### src/rtl/bin_to_bcd_seq_pkg.sv
// Shared types and constants for the sequential double-dabble binary-to-BCD converter.
// Also holds the elaboration-time helpers used to size the counter and validate parameters.
package bin_to_bcd_seq_pkg;

    typedef enum logic [1:0] {
        IDLE,
        SHIFT,
        DONE
    } state_t;

    localparam int BCD_NIBBLE  = 4;
    localparam int ADD3_THRESH = 5;

    function automatic int cnt_width(input int width);
        return $clog2(width + 1);
    endfunction

    // True when DIGITS decimal digits can hold the largest WIDTH-bit value.
    function automatic bit digits_ok(input int width, input int digits);
        longint p10;
        p10 = 1;
        for (int i = 0; i < digits; i++) begin
            p10 = p10 * 10;
        end
        return p10 > ((longint'(1) << width) - 1);
    endfunction

endpackage

### src/rtl/bin_to_bcd_seq_if.sv
// Handshake bundle between the binary producer, the converter and the display consumer.
// The converter takes the slave view; the stimulus/consumer side takes the master view.
interface bin_to_bcd_seq_if #(
    parameter int WIDTH  = 16,
    parameter int DIGITS = 5
);
    logic [WIDTH-1:0]    bin_in;
    logic                in_valid;
    logic                in_ready;
    logic [4*DIGITS-1:0] bcd_out;
    logic [DIGITS-1:0]   blank;
    logic                out_valid;
    logic                out_ready;

    modport master (
        output bin_in,
        output in_valid,
        output out_ready,
        input  in_ready,
        input  bcd_out,
        input  blank,
        input  out_valid
    );

    modport slave (
        input  bin_in,
        input  in_valid,
        input  out_ready,
        output in_ready,
        output bcd_out,
        output blank,
        output out_valid
    );
endinterface

### src/rtl/bcd_add3.sv
// Double-dabble nibble correction: a digit of 5 or more gets +3 before the shift.
// Pure 4-bit arithmetic, no carry leaves the nibble.
module bcd_add3
    import bin_to_bcd_seq_pkg::*;
(
    input  logic [BCD_NIBBLE-1:0] digit,
    output logic [BCD_NIBBLE-1:0] fixed
);
    assign fixed = (digit >= BCD_NIBBLE'(ADD3_THRESH)) ? digit + BCD_NIBBLE'(3) : digit;
endmodule

### src/rtl/bin_to_bcd_seq.sv
// Sequential binary-to-BCD converter: one add-3/shift step per clock, WIDTH steps per value.
// Result digits and a leading-zero blank mask are held stable until the next conversion ends.
module bin_to_bcd_seq
    import bin_to_bcd_seq_pkg::*;
#(
    parameter int WIDTH  = 16,
    parameter int DIGITS = 5
) (
    input logic           CLK100MHZ,
    input logic           CPU_RESETN,
    bin_to_bcd_seq_if.slave bus
);
    localparam int CW = cnt_width(WIDTH);
    localparam int BW = BCD_NIBBLE * DIGITS;
    localparam logic [DIGITS-1:0] BLANK_RESET = {{(DIGITS-1){1'b1}}, 1'b0};

    generate
        if (WIDTH < 4 || WIDTH > 27) begin : g_bad_width
            $fatal(1, "bin_to_bcd_seq: WIDTH %0d outside 4..27", WIDTH);
        end
        if (!digits_ok(WIDTH, DIGITS)) begin : g_bad_digits
            $fatal(1, "bin_to_bcd_seq: DIGITS %0d too small for WIDTH %0d", DIGITS, WIDTH);
        end
    endgenerate

    state_t              state_reg,   state_next;
    logic [WIDTH-1:0]    bin_reg,     bin_next;
    logic [BW-1:0]       scratch_reg, scratch_next;
    logic [CW-1:0]       cnt_reg,     cnt_next;
    logic [BW-1:0]       bcd_reg,     bcd_next;
    logic [DIGITS-1:0]   blank_reg,   blank_next;

    logic [BW-1:0]       scratch_fix;
    logic [BW+WIDTH-1:0] shifted;
    logic [BW-1:0]       scratch_shift;
    logic [WIDTH-1:0]    bin_shift;
    logic [DIGITS-1:1]   zero_above;
    logic [DIGITS-1:0]   final_blank;
    logic                last_shift;

    genvar gi;
    generate
        for (gi = 0; gi < DIGITS; gi++) begin : g_add3
            bcd_add3 u_add3 (
                .digit (scratch_reg[gi*BCD_NIBBLE +: BCD_NIBBLE]),
                .fixed (scratch_fix[gi*BCD_NIBBLE +: BCD_NIBBLE])
            );
        end
    endgenerate

    // The bit shifted out of the top is always zero because DIGITS is wide enough.
    assign shifted       = {scratch_fix, bin_reg} << 1;
    assign scratch_shift = shifted[BW+WIDTH-1:WIDTH];
    assign bin_shift     = shifted[WIDTH-1:0];
    assign last_shift    = (cnt_reg == CW'(WIDTH - 1));

    // zero_above[i] is set when digit i and every higher digit of the final scratch are zero.
    generate
        for (gi = 1; gi < DIGITS; gi++) begin : g_blank
            if (gi == DIGITS - 1) begin : g_top
                assign zero_above[gi] = (scratch_shift[gi*BCD_NIBBLE +: BCD_NIBBLE] == '0);
            end else begin : g_mid
                assign zero_above[gi] = (scratch_shift[gi*BCD_NIBBLE +: BCD_NIBBLE] == '0)
                                        && zero_above[gi+1];
            end
        end
    endgenerate

    assign final_blank = {zero_above, 1'b0};

    always_ff @(posedge CLK100MHZ or negedge CPU_RESETN) begin
        if (!CPU_RESETN) begin
            state_reg   <= IDLE;
            bin_reg     <= '0;
            scratch_reg <= '0;
            cnt_reg     <= '0;
            bcd_reg     <= '0;
            blank_reg   <= BLANK_RESET;
        end else begin
            state_reg   <= state_next;
            bin_reg     <= bin_next;
            scratch_reg <= scratch_next;
            cnt_reg     <= cnt_next;
            bcd_reg     <= bcd_next;
            blank_reg   <= blank_next;
        end
    end

    always_comb begin
        state_next   = state_reg;
        bin_next     = bin_reg;
        scratch_next = scratch_reg;
        cnt_next     = cnt_reg;
        bcd_next     = bcd_reg;
        blank_next   = blank_reg;
        case (state_reg)
            IDLE: begin
                if (bus.in_valid) begin
                    bin_next     = bus.bin_in;
                    scratch_next = '0;
                    cnt_next     = '0;
                    state_next   = SHIFT;
                end
            end
            SHIFT: begin
                bin_next     = bin_shift;
                scratch_next = scratch_shift;
                cnt_next     = cnt_reg + 1'b1;
                if (last_shift) begin
                    bcd_next   = scratch_shift;
                    blank_next = final_blank;
                    state_next = DONE;
                end
            end
            DONE: begin
                if (bus.out_ready) begin
                    state_next = IDLE;
                end
            end
            default: state_next = IDLE;
        endcase
    end

    assign bus.in_ready  = (state_reg == IDLE);
    assign bus.out_valid = (state_reg == DONE);
    assign bus.bcd_out   = bcd_reg;
    assign bus.blank     = blank_reg;

endmodule
### src/flat_wrapper.sv
// flat-port wrapper written by rule: the top's interface ports become plain ports
module bin_to_bcd_seq_flat import bin_to_bcd_seq_pkg::*;
#(
    parameter int WIDTH  = 16,
    parameter int DIGITS = 5
)
  (CLK100MHZ, CPU_RESETN, bus_bin_in, bus_in_valid, bus_out_ready, bus_in_ready, bus_bcd_out, bus_blank, bus_out_valid);
  bin_to_bcd_seq_if #(.WIDTH(WIDTH), .DIGITS(DIGITS)) bus_i ();
  input logic CLK100MHZ;
  input logic CPU_RESETN;
  input wire logic [$bits(bus_i.bin_in)-1:0] bus_bin_in;
  input wire logic [$bits(bus_i.in_valid)-1:0] bus_in_valid;
  input wire logic [$bits(bus_i.out_ready)-1:0] bus_out_ready;
  output wire logic [$bits(bus_i.in_ready)-1:0] bus_in_ready;
  output wire logic [$bits(bus_i.bcd_out)-1:0] bus_bcd_out;
  output wire logic [$bits(bus_i.blank)-1:0] bus_blank;
  output wire logic [$bits(bus_i.out_valid)-1:0] bus_out_valid;
  assign bus_i.bin_in = bus_bin_in;
  assign bus_i.in_valid = bus_in_valid;
  assign bus_i.out_ready = bus_out_ready;
  assign bus_in_ready = bus_i.in_ready;
  assign bus_bcd_out = bus_i.bcd_out;
  assign bus_blank = bus_i.blank;
  assign bus_out_valid = bus_i.out_valid;
  bin_to_bcd_seq #(.WIDTH(WIDTH), .DIGITS(DIGITS)) u_core (.CLK100MHZ(CLK100MHZ), .CPU_RESETN(CPU_RESETN), .bus(bus_i));
endmodule
### config.mk
export PLATFORM = sky130hd
export DESIGN_NAME = bin_to_bcd_seq_flat
export DESIGN_NICKNAME = d
export VERILOG_FILES = /design/src/rtl/bin_to_bcd_seq_pkg.sv /design/src/rtl/bin_to_bcd_seq_if.sv /design/src/rtl/bcd_add3.sv /design/src/rtl/bin_to_bcd_seq.sv /design/src/flat_wrapper.sv
export SDC_FILE = /design/constraint.sdc
export NUM_CORES = 1
export LEC_CHECK = 0
export ABC_AREA = 1
export BUFFER_PORTS_ARGS = -buffer_cell sky130_fd_sc_hd__buf_2
export CORE_MARGIN = 1.5
export CORE_UTILIZATION = 51
export DETAILED_ROUTE_END_ITERATION = 10
export PLACE_DENSITY = 0.75
export SETUP_SLACK_MARGIN = 0.5
export SLEW_MARGIN = 20
export SYNTH_ARGS = -nofsm -noshare
export SYNTH_HDL_FRONTEND = slang
export SYNTH_SLANG_ARGS = --single-unit
### constraint.sdc
create_clock -name CLK100MHZ -period 1.75 [get_ports CLK100MHZ]
set_clock_uncertainty 0.2 [all_clocks]
set_input_delay 0.175 -clock CLK100MHZ [delete_from_list [all_inputs] [get_ports CLK100MHZ]]
set_output_delay 0.175 -clock CLK100MHZ [all_outputs]
set_load 0.01 [all_outputs]
==> impl_summary.txt <==
----------------------------------------------------
[Routing]
  Vias per inst ... 6.06
  Number of violations reported at the end of detailed-routing iteration 0 ... 318
  Final WL ... 13.2 mm
  DRC errors left ... 0
  Via total after detailed routing ... 3548
  Detailed-router iteration count before antenna repair ... 6
  Count of antenna-violating nets left after detailed routing ... 0
  Average wire per cell in the routed design ... 22.6 um

[Clock network]
  Root Buffer ... sky130_fd_sc_hd__clkbuf_8
  Deepest level of the CTS H-tree ... 3
  Number of buffers created by CTS ... 9
  Clk sink count ... 67
  Clock tree from TritonCTS ... built
  Later-pin clock latency in the skew report ... 0.37 ns
  Maximum clock insertion buffer count ... 2
  Clock transition at the register clock pins on the worst setup and hold paths after CTS ... 0.08 ns

[Logic synthesis]
  Synthesized area ... 3160 um^2
  Register bit count reported by yosys ... 67
  Warnings from Yosys ... 0
  Post-Synthesis Cells ... 363
  Leading cell types by total area after synthesis ... sky130_fd_sc_hd__dfrtp_1, sky130_fd_sc_hd__nand2_1, sky130_fd_sc_hd__o21ai_0, sky130_fd_sc_hd__inv_1, sky130_fd_sc_hd__ha_1
  Area fraction in and, or, nand and nor cells after synthesis ... 18.9%
  Post-Syn Area per Cell ... 8.72 um^2
  Complex-gate fraction of the synthesized area ... 13.9%
  Share of synthesized area spent on multiplexers ... 0%
  Commonest register cell after synthesis ... sky130_fd_sc_hd__dfrtp_1
  Post-synth top area share ... 49.8%
  Post-Synth Adder-Cell Area ... 4.74%
  Async SR Flop Fraction ... 100%
  Distinct cell type count after synthesis ... 29
  Parity-gate share of the synthesized area counting xor and xnor cells ... 1.38%
  Net count after synthesis ... 395
  Cell taking the most area after synthesis ... sky130_fd_sc_hd__dfrtp_1
  Sequential element share of the synthesized area ... 53.1%
  Combinational family with the most area after synthesis ... simple AND/OR/NAND/NOR gates
  Number of enable flip-flop cells after synthesis ... 0

[GRT]
  First-pass GRT wire length ... 15.0 mm
  Global-route usage over all layers ... 30.6%
  Sum of overflow across all layers after global routing ... 0
  Maximum number of pins on one net before global-route repair ... 32
  Number of antenna violations at the first check in global routing ... 0
  Number of global-route vias before repair ... 3130

[Place]
  Placer congestion estimate ... 0.846
  Count of buffers from port buffering ... 45
  Post-placement worst setup slack ... -0.0261 ns
  HPWL reported at the end of detailed placement ... 4.60 mm

[Final layout]
  Layout filler cell count ... 204
  Final cell utilization of the core ... 89.8%
  Signed area change from the synthesized netlist to the final layout ... 69.0%
  Fraction of layout instances using a drive strength above 1 ... 56.3%
  Number of antenna diodes ... 0
  Highest-count cells in the layout ignoring fill and taps ... sky130_fd_sc_hd__nand2_1, sky130_fd_sc_hd__dfrtp_1, sky130_fd_sc_hd__buf_4
  Leading cell type in the layout, fill and taps excluded ... sky130_fd_sc_hd__nand2_1
  Nets@finish ... 537

[Setup path]
  Slowest stage delay, CP ... 0.43 ns
  Slowest stage cell on the critical path ... sky130_fd_sc_hd__dfrtp_1
  Cells along the critical path ... inv_2 > ha_4 > inv_4 > nand2_1 > nand2_1 > nand2_2 > nand3_2 > nor2_1 > nand2_1 > nor2_4 > nand3_2 > nand2_1
  Kind of cell adding the most delay to the critical path ... simple AND/OR/NAND/NOR gates
  Buffering stage count on the worst path with inverters included ... 2
  Element type at the critical path end ... flip-flop
  Type of element launching the critical path ... flip-flop
  Dominant cell type by count on the critical path ... sky130_fd_sc_hd__nand2_1
  Arrival time reported for the critical path endpoint ... 2.07 ns
  Start-to-end type of the worst setup path ... reg -> reg
  Maximum fanout encountered on the critical timing path ... 3
  Critical Path RT ... 1.85 ns

[Run]
  Reported max-cap violation count ... 0

[Power]
  Lkg Pwr ... 2.56 nW
  Power per unit of standard cell area ... 2100 nW/um^2
  Total Power ... 0.0112 W
  Peak ir drop on the vdd network ... 1.41 mV

[Timing]
  Transition at the pin with the smallest max-transition slack ... 0.504 ns
  Max-slew violations ... 0
  Final hold vios ... 0
  Final Critical Period ... 1.97 ns
  Number of setup violations in the final report ... 21
  Setup repair after global routing missed its margin ... yes
  Timing-limited maximum frequency ... 508 MHz
  Total negative slack ... -1.36 ns
  Worst-case hold slack ... 0.107 ns
  Min setup slack post-route ... -0.220 ns
  Final period util ... 113%
  Max-slew headroom ... 66.4%

[Die]
  Initial core utilization ... 53.1%
  IO Count ... 47
  Die area ... 6690 um^2
  Number of core rows ... 28
  Die height ... 81.8 um
  Core area ... 5960 um^2
  Die X-Extent ... 81.8 um

[Worst hold path]
  Worst Hold Class ... in -> async

[Run status]
  Run status ... finished with violations
  Violated checks ... setup timing

----------------------------------------------------
## cells in the mapped netlist (all sizes together) (4+ instances only)
cell	n
buf	10
dfrtp	63
dfstp	4
ha	12
inv	45
nand2	111
nand3	15
nor2	16
o211ai	7
o21ai	33
o22ai	22
xor2	5
## layer usage
layer / up-vias / track usage, % / routed length [um]
met2: 242 / 51.6 / 6690
met1: 1760 / 35.9 / 4800
met3: 78 / 8.00 / 987
met5: - / 0 / 0
li1: 1468 / - / -
met4: 0 / 15.8 / 715
## final cells by class
class | count | area [um^2] | area share [%]
flip-flops and latches | 67 | 1680 | 31.5
inverters | 45 | 204 | 3.81
well taps | 75 | 93.8 | 1.75
repair inverters | 3 | 43.8 | 0.819
multi-input cells | 238 | 1900 | 35.6
repair buffers | 141 | 1260 | 23.5
clock buffers | 16 | 160 | 2.99
## final timing paths
path,startpoint,endpoint,slack [ns],cells past startpoint
hold / removal,CPU_RESETN,u_core.bus.bcd_out[15],0.11,2
setup reg to reg,u_core.scratch_reg[16],u_core.bus.blank[1],-0.22,12
max in group asynchronous,CPU_RESETN,u_core.bus.blank[1],0.67,3
setup / recovery,u_core.scratch_reg[16],u_core.bus.blank[1],-0.22,12
min in group CLK100MHZ,bus_in_valid,u_core.bin_reg[5],0.21,6
hold reg to reg,u_core.bus.blank[3],u_core.bus.blank[3],0.28,2
## power breakdown
group	switching (W)	total [W]	internal, W
Combinational	0.00400	0.00719	0.00319
Sequential	0.000604	0.00283	0.00223
Clock	0.000633	0.00119	0.000559
Total	0.00524	0.0112	0.00598
## kinds of logic after synthesis
| family | after synthesis |
|---|---|
| compound gates | 74 |
| simple gates | 146 |
| other cells | 1 |
| buf+inv | 58 |
| xor+xnor | 5 |
| fa+ha+maj | 12 |
| flops | 67 |
## through the flow
step	cells	area (um^2)
after global placement	490	3670
after global routing	585	5350
after floorplan	363	3240
after detailed placement	490	3670
after CTS	560	4600
final	585	5350
## worst reg2reg max path, stage by stage (launching register included)
cell	delay (ns)
sky130_fd_sc_hd__dfrtp_1	0.43
sky130_fd_sc_hd__inv_2	0.11
sky130_fd_sc_hd__ha_4	0.14
sky130_fd_sc_hd__inv_4	0.04
sky130_fd_sc_hd__nand2_1	0.08
sky130_fd_sc_hd__nand2_1	0.08
sky130_fd_sc_hd__nand2_2	0.10
sky130_fd_sc_hd__nand3_2	0.12
sky130_fd_sc_hd__nor2_1	0.14
sky130_fd_sc_hd__nand2_1	0.11
sky130_fd_sc_hd__nor2_4	0.15
sky130_fd_sc_hd__nand3_2	0.11
sky130_fd_sc_hd__nand2_1	0.10
## timing repair
| action | 4_1_cts | 5_1_grt |
|---|---|---|
| cloned | 7 | 0 |
| setup endpoints to repair | 77 | 93 |
| gates resized for setup | 84 | 149 |
| buffers inserted | 29 | 25 |
| endpoints found under the hold margin | 83 | 0 |
| pin swaps | 27 | 47 |
| hold buffers | 18 | 0 |
No activity file was read; power rests on OpenSTA's default activity.
